`src/rtl/gate_test_sequencer_if.sv`:
```
// -----------------------------------------------------------------------------
// gate_test_sequencer_if
//   Groups the signals between the gate test sequencer and its surroundings:
//   the run request and reference selection, the observed gate output, the
//   stimulus vector and the run status/result fields.
//
//   master : bench/top side. Drives start, op_sel and dut_out; observes the rest.
//   slave  : sequencer side. Observes start, op_sel and dut_out; drives the rest.
//
//   Signals
//     start       run request
//     op_sel      reference function: 00 AND, 01 OR, 10 XOR, 11 NAND
//     dut_out     output of the gate under test
//     stim        vector driven to the gate inputs       [N_INPUTS]
//     busy        a run is in progress
//     done        last run finished (sticky)
//     pass        done with no mismatches
//     err_count   mismatching vectors in the last run    [N_INPUTS+1]
//     fail_valid  at least one mismatch recorded this run
//     first_fail  stim value of the first mismatch       [N_INPUTS]
// -----------------------------------------------------------------------------
interface gate_test_sequencer_if #(
    parameter int N_INPUTS = 2
) ();

    logic                start;
    logic [1:0]          op_sel;
    logic                dut_out;
    logic [N_INPUTS-1:0] stim;
    logic                busy;
    logic                done;
    logic                pass;
    logic [N_INPUTS:0]   err_count;
    logic                fail_valid;
    logic [N_INPUTS-1:0] first_fail;

    modport master (
        output start, op_sel, dut_out,
        input  stim, busy, done, pass, err_count, fail_valid, first_fail
    );

    modport slave (
        input  start, op_sel, dut_out,
        output stim, busy, done, pass, err_count, fail_valid, first_fail
    );

endinterface

```
`src/rtl/gate_test_sequencer.sv`:
```
// -----------------------------------------------------------------------------
// gate_test_sequencer
//   Exhaustive stimulus and checking controller for a single-output
//   combinational gate. On start it walks stim through 0 .. 2^N_INPUTS-1,
//   holding each vector for HOLD_CYCLES clocks, then samples the gate output
//   once and compares it against the reduction function chosen by op_sel
//   (latched at start). Mismatches are counted and the first failing vector
//   is recorded. Each vector costs HOLD_CYCLES+1 clocks.
//
//   Parameters
//     N_INPUTS     number of gate inputs, 1..8
//     HOLD_CYCLES  clocks each vector is held before sampling, >= 1
//
//   Ports
//     clk   rising-edge clock
//     rst   synchronous, active-high reset (returns to IDLE, clears outputs)
//     bus   gate_test_sequencer_if.slave (see interface header)
// -----------------------------------------------------------------------------
module gate_test_sequencer #(
    parameter int N_INPUTS    = 2,
    parameter int HOLD_CYCLES = 10
) (
    input  logic                    clk,
    input  logic                    rst,
    gate_test_sequencer_if.slave    bus
);

    localparam logic [1:0] S_IDLE   = 2'd0;
    localparam logic [1:0] S_DRIVE  = 2'd1;
    localparam logic [1:0] S_SAMPLE = 2'd2;
    localparam logic [1:0] S_DONE   = 2'd3;

    localparam int CNT_W = (HOLD_CYCLES > 1) ? $clog2(HOLD_CYCLES) : 1;
    localparam logic [CNT_W-1:0]    CNT_LAST = CNT_W'(HOLD_CYCLES - 1);
    localparam logic [N_INPUTS-1:0] STIM_MAX = '1;

    logic [1:0]          state_q;
    logic [1:0]          op_q;
    logic [CNT_W-1:0]    cnt_q;
    logic [N_INPUTS-1:0] stim_q;
    logic                busy_q;
    logic                done_q;
    logic                pass_q;
    logic [N_INPUTS:0]   err_q;
    logic                fail_valid_q;
    logic [N_INPUTS-1:0] first_fail_q;

    logic ref_bit;
    logic mismatch;

    // Expected gate output for the current vector under the latched function.
    // NOTE: every variable assigned in always_comb gets a value on all paths
    // (default first) so no latch is inferred.
    always_comb begin
        ref_bit = 1'b0;
        case (op_q)
            2'b00:   ref_bit = &stim_q;
            2'b01:   ref_bit = |stim_q;
            2'b10:   ref_bit = ^stim_q;
            default: ref_bit = ~&stim_q;
        endcase
        mismatch = (ref_bit != bus.dut_out);
    end

    // NOTE: sequential state uses non-blocking assignments so every register
    // samples the pre-edge values, independent of statement order.
    always_ff @(posedge clk) begin
        if (rst) begin
            state_q      <= S_IDLE;
            op_q         <= 2'b00;
            cnt_q        <= '0;
            stim_q       <= '0;
            busy_q       <= 1'b0;
            done_q       <= 1'b0;
            pass_q       <= 1'b0;
            err_q        <= '0;
            fail_valid_q <= 1'b0;
            first_fail_q <= '0;
        end else begin
            case (state_q)
                S_IDLE, S_DONE: begin
                    if (bus.start) begin
                        op_q         <= bus.op_sel;
                        stim_q       <= '0;
                        cnt_q        <= '0;
                        err_q        <= '0;
                        fail_valid_q <= 1'b0;
                        first_fail_q <= '0;
                        busy_q       <= 1'b1;
                        done_q       <= 1'b0;
                        pass_q       <= 1'b0;
                        state_q      <= S_DRIVE;
                    end
                end

                // Counter runs 0 .. HOLD_CYCLES-1, giving HOLD_CYCLES clocks
                // of stable stim before the sample cycle.
                S_DRIVE: begin
                    if (cnt_q == CNT_LAST) begin
                        state_q <= S_SAMPLE;
                    end else begin
                        cnt_q <= cnt_q + 1'b1;
                    end
                end

                S_SAMPLE: begin
                    if (mismatch) begin
                        err_q <= err_q + 1'b1;
                        if (!fail_valid_q) begin
                            fail_valid_q <= 1'b1;
                            first_fail_q <= stim_q;
                        end
                    end
                    if (stim_q == STIM_MAX) begin
                        // Last vector: stim stays at all-ones. pass must also
                        // account for a mismatch on this very vector.
                        busy_q  <= 1'b0;
                        done_q  <= 1'b1;
                        pass_q  <= (err_q == '0) && !mismatch;
                        state_q <= S_DONE;
                    end else begin
                        stim_q  <= stim_q + 1'b1;
                        cnt_q   <= '0;
                        state_q <= S_DRIVE;
                    end
                end

                default: state_q <= S_IDLE;
            endcase
        end
    end

    assign bus.stim       = stim_q;
    assign bus.busy       = busy_q;
    assign bus.done       = done_q;
    assign bus.pass       = pass_q;
    assign bus.err_count  = err_q;
    assign bus.fail_valid = fail_valid_q;
    assign bus.first_fail = first_fail_q;

endmodule

```
`src/flat_wrapper.sv`:
```
// flat-port wrapper written by rule: the top's interface ports become plain ports
module gate_test_sequencer_flat 
#(
    parameter int N_INPUTS    = 2,
    parameter int HOLD_CYCLES = 10
)
  (clk, rst, bus_start, bus_op_sel, bus_dut_out, bus_stim, bus_busy, bus_done, bus_pass, bus_err_count, bus_fail_valid, bus_first_fail);
  gate_test_sequencer_if #(.N_INPUTS(N_INPUTS)) bus_i ();
  input  logic clk;
  input  logic rst;
  input wire logic [$bits(bus_i.start)-1:0] bus_start;
  input wire logic [$bits(bus_i.op_sel)-1:0] bus_op_sel;
  input wire logic [$bits(bus_i.dut_out)-1:0] bus_dut_out;
  output wire logic [$bits(bus_i.stim)-1:0] bus_stim;
  output wire logic [$bits(bus_i.busy)-1:0] bus_busy;
  output wire logic [$bits(bus_i.done)-1:0] bus_done;
  output wire logic [$bits(bus_i.pass)-1:0] bus_pass;
  output wire logic [$bits(bus_i.err_count)-1:0] bus_err_count;
  output wire logic [$bits(bus_i.fail_valid)-1:0] bus_fail_valid;
  output wire logic [$bits(bus_i.first_fail)-1:0] bus_first_fail;
  assign bus_i.start = bus_start;
  assign bus_i.op_sel = bus_op_sel;
  assign bus_i.dut_out = bus_dut_out;
  assign bus_stim = bus_i.stim;
  assign bus_busy = bus_i.busy;
  assign bus_done = bus_i.done;
  assign bus_pass = bus_i.pass;
  assign bus_err_count = bus_i.err_count;
  assign bus_fail_valid = bus_i.fail_valid;
  assign bus_first_fail = bus_i.first_fail;
  gate_test_sequencer #(.N_INPUTS(N_INPUTS), .HOLD_CYCLES(HOLD_CYCLES)) u_core (.clk(clk), .rst(rst), .bus(bus_i));
endmodule
```
`config.mk`:
```
export PLATFORM = sky130hd
export DESIGN_NAME = gate_test_sequencer_flat
export DESIGN_NICKNAME = d
export VERILOG_FILES = /design/src/rtl/gate_test_sequencer_if.sv /design/src/rtl/gate_test_sequencer.sv /design/src/flat_wrapper.sv
export SDC_FILE = /design/constraint.sdc
export NUM_CORES = 1
export LEC_CHECK = 0
export ABC_AREA = 1
export BUFFER_PORTS_ARGS = -buffer_cell sky130_fd_sc_hd__buf_2
export CAP_MARGIN = 20
export CORE_MARGIN = 1.5
export CORE_UTILIZATION = 50
export DETAILED_ROUTE_END_ITERATION = 7
export GPL_ROUTABILITY_DRIVEN = 0
export PLACE_DENSITY = 0.78
export SLEW_MARGIN = 5
export SYNTH_ARGS = -nofsm -noshare
export SYNTH_HDL_FRONTEND = slang
export SYNTH_SLANG_ARGS = --single-unit
```
`constraint.sdc`:
```
create_clock -name clk -period 2.2 [get_ports clk]
set_clock_uncertainty 0.1 [all_clocks]
set_input_delay 0 -clock clk [delete_from_list [all_inputs] [get_ports clk]]
set_output_delay 0 -clock clk [all_outputs]
set_load 0.02 [all_outputs]
```
==> results.py <==
metrics = {
    "outcome": {
        "status": "completed",
    },
    "timing": {
        "rsz0062_at_grt": "false",
        "min_period_over_period_pct": 88.0,
        "hold_violations": 0,
        "slew_headroom_pct": 69.9,
        "fmax_mhz": 517,
        "worst_pin_slew_ps": 451,
        "fin_ws_ps": 265,
        "fin_crit_ps": 1940,
        "whs_ps": 96.5,
        "drv_slew": 0,
        "tns_ps": 0,
        "setup_viol_count_final": 0,
    },
    "worst_setup_path": {
        "worst-endpoint-arrival_ps": 2070,
        "worstPathMaxFanout": 5,
        "cp_slowest_stage_delay_ps": 610,
        "worstSetupPathType": "flip-flop to flip-flop",
        "cp.required_ps": 2340,
        "critical_path.startpoint_type": "flip-flop",
        "end_kind": "flip-flop",
        "cp_cell_sequence": "inv_1 -> ha_1 -> nand2_2 -> o21ai_0 -> a21oi_1 -> dlygate4sd3_1",
        "critPathSlowestCell": "dlygate4sd3_1",
    },
    "placed_design": {
        "place_ws_ps": 392,
        "dp_hpwl_microns": 1690,
        "port_buffers": 16,
        "postPlaceCellArea_sq_um": 1160,
        "placed_cells": 183,
    },
    "power_and_ir_drop": {
        "power.leakage_nw": 0.596,
        "peakVddDrop_mv": 0.435,
        "p_per_area_nw_per_um2": 751,
    },
    "cts": {
        "post_cts_resize_count": 0,
        "clk_latency_ps": 290,
        "numClockSinks": 19,
        "htreeDepth": 1,
        "cts_hold_buf": 6,
        "cts_buffer_depth": 2,
        "cts_tree": "done",
        "clk_pin_slew_ps": 110,
        "post_cts_buffers": 0,
        "cts_inserted_buffers": 3,
        "cts-root-buf": "clkbuf_4",
    },
    "layout": {
        "nNetsFinal": 182,
        "layout_common_cells": "inv_1, nand2_1, dfxtp_1",
        "nFillCells": 182,
        "drive_gt1_share_pct": 22.3,
        "syn2layout_area_growth_pct": 18.3,
        "antenna_cells": 0,
        "fin_cells": 193,
        "design_area_sq_um": 1250,
        "layout_commonest_cell": "inv_1",
    },
    "logic_synthesis": {
        "ys_warn_count": 0,
        "syn-instance-count": 142,
        "synth-adder-area-share_pct": 10.7,
        "ys_seq_elements": 19,
        "ys_seq_area_share_pct": 36.1,
        "synth_xor_area_share_pct": 0.830,
        "synth_area_sq_um": 1050,
        "synth_top_family_by_area": "simple AND/OR/NAND/NOR gates",
        "synth_compound_area_share_pct": 16.3,
        "synth-simple-area-share_pct": 25.0,
        "synth_cell_types": 24,
        "syn_nets": 157,
        "syn_area_per_cell_sq_um": 7.43,
        "synthMuxAreaShare_pct": 0,
    },
    "route": {
        "drc": 0,
        "drt-initial-drc-count": 15,
        "vias": 975,
        "dr.pass1.iters": 4,
        "wl_microns": 2210,
        "routed_via_density": 5.05,
        "drtAntennaViolNets": 0,
        "routedWlPerCell_microns": 11.5,
    },
    "grt": {
        "grt_pass1_vias": 975,
        "overflow": 0,
        "antenna_found_initial": 0,
        "grt_first_pass_wirelength_microns": 3950,
        "grt_usage_pct": 21.2,
        "grt_max_degree": 14,
    },
    "floorplanning": {
        "core_sq_um": 1980,
        "io_pins": 17,
        "die_area_sq_um": 2390,
        "die_w_microns": 48.9,
        "initial_core_util_pct": 53.2,
        "row_count": 16,
        "die_h_microns": 48.9,
    },
    "min_path": {
        "hold_path_class": "input pin to flip-flop",
    },
    "job": {
        "max-cap-violations": 0,
    },
}
state kept, by name, indices dropped and copies added, names as in the netlist:
register,flops
u_core.bus.pass,1
u_core.bus.err_count,3
u_core.bus.busy,1
u_core.state_q,2
u_core.bus.stim,2
u_core.op_q,2
u_core.bus.done,1
u_core.bus.fail_valid,1
u_core.cnt_q,4
u_core.bus.first_fail,2
stage by stage:
step	power (mW)	utilization, %
final	0.937	62.9
after global routing	1.01	62.9
after CTS	0.938	62.9
after detailed placement	0.748	58.5
after global placement	0.731	58.5
after floorplan	0.670	-
path summary, 6_finish.rpt:
check,startpoint,endpoint,slack (ps),depth (start not counted)
max,u_core.state_q[0],u_core.op_q[1],260,6
min,bus_dut_out,u_core.bus.fail_valid,100,5
max reg2reg,u_core.state_q[0],u_core.op_q[1],260,6
min reg2reg,u_core.bus.first_fail[0],u_core.bus.first_fail[0],380,2
synthesized netlist by cell type:
| cell | number | area [sq um] |
|---|---|---|
| nand3_2 | 4 | 40.0 |
| inv_1 | 24 | 90.1 |
| nor3_1 | 1 | 5.00 |
| ha_1 | 9 | 113 |
| xor2_1 | 1 | 8.76 |
| a21oi_2 | 1 | 8.76 |
| nand4_1 | 5 | 31.3 |
| o211ai_2 | 1 | 12.5 |
| o211ai_1 | 1 | 7.51 |
| o21ai_0 | 9 | 45.0 |
| clkbuf_1 | 1 | 3.75 |
| nor3b_2 | 1 | 12.5 |
| nand2_2 | 4 | 25.0 |
| nor2_1 | 12 | 45.0 |
| o31ai_1 | 1 | 7.51 |
| a21oi_1 | 15 | 75.1 |
| inv_2 | 5 | 18.8 |
| buf_2 | 1 | 5.00 |
| nand3_1 | 4 | 20.0 |
| a211oi_1 | 2 | 15.0 |
| nand3b_1 | 1 | 7.51 |
| nand2_1 | 19 | 71.3 |
| dfxtp_1 | 19 | 380 |
| nor2_2 | 1 | 6.26 |
logic make-up (layout without fill, tap and decap cells):
group / after synthesis / in the layout
buf+inv: 31 / 55
simple gates: 52 / 52
xor+xnor: 1 / 1
compound gates: 30 / 30
flops: 19 / 19
fa+ha+maj: 9 / 9
power breakdown:
part | internal, mW | leakage (nW) | switching, mW
clock | 0.0677 | 0.0177 | 0.107
sequential | 0.383 | 0.155 | 0.0290
combinational | 0.119 | 0.423 | 0.231
total | 0.570 | 0.596 | 0.367
final cells by class:
class	instances	area (sq um)	share of cell area (%)
multi-input cells	92	557	44.6
clock buffers	3	22.5	1.81
inverters	29	109	8.73
well taps	27	33.8	2.71
repair buffers	22	140	11.2
clock inverters	1	5.00	0.401
flip-flops and latches	19	380	30.5
worst max-delay path: cells and delay by family (launching register included):
| kind | cells | cell delay (ps) |
|---|---|---|
| compound gates | 2 | 270 |
| fa+ha+maj | 1 | 340 |
| buf+inv | 2 | 680 |
| flops | 1 | 370 |
| simple gates | 1 | 120 |
metal layers:
metal / up-vias / part of all wire [%] / GRT usage, %
met5: - / 0 / 0
met4: 0 / 3.3 / 10.5
met3: 9 / 3.5 / 4.60
met2: 23 / 50 / 40.0
met1: 435 / 43 / 22.0
li1: 508 / - / -
No activity file was read; power rests on OpenSTA's default activity.
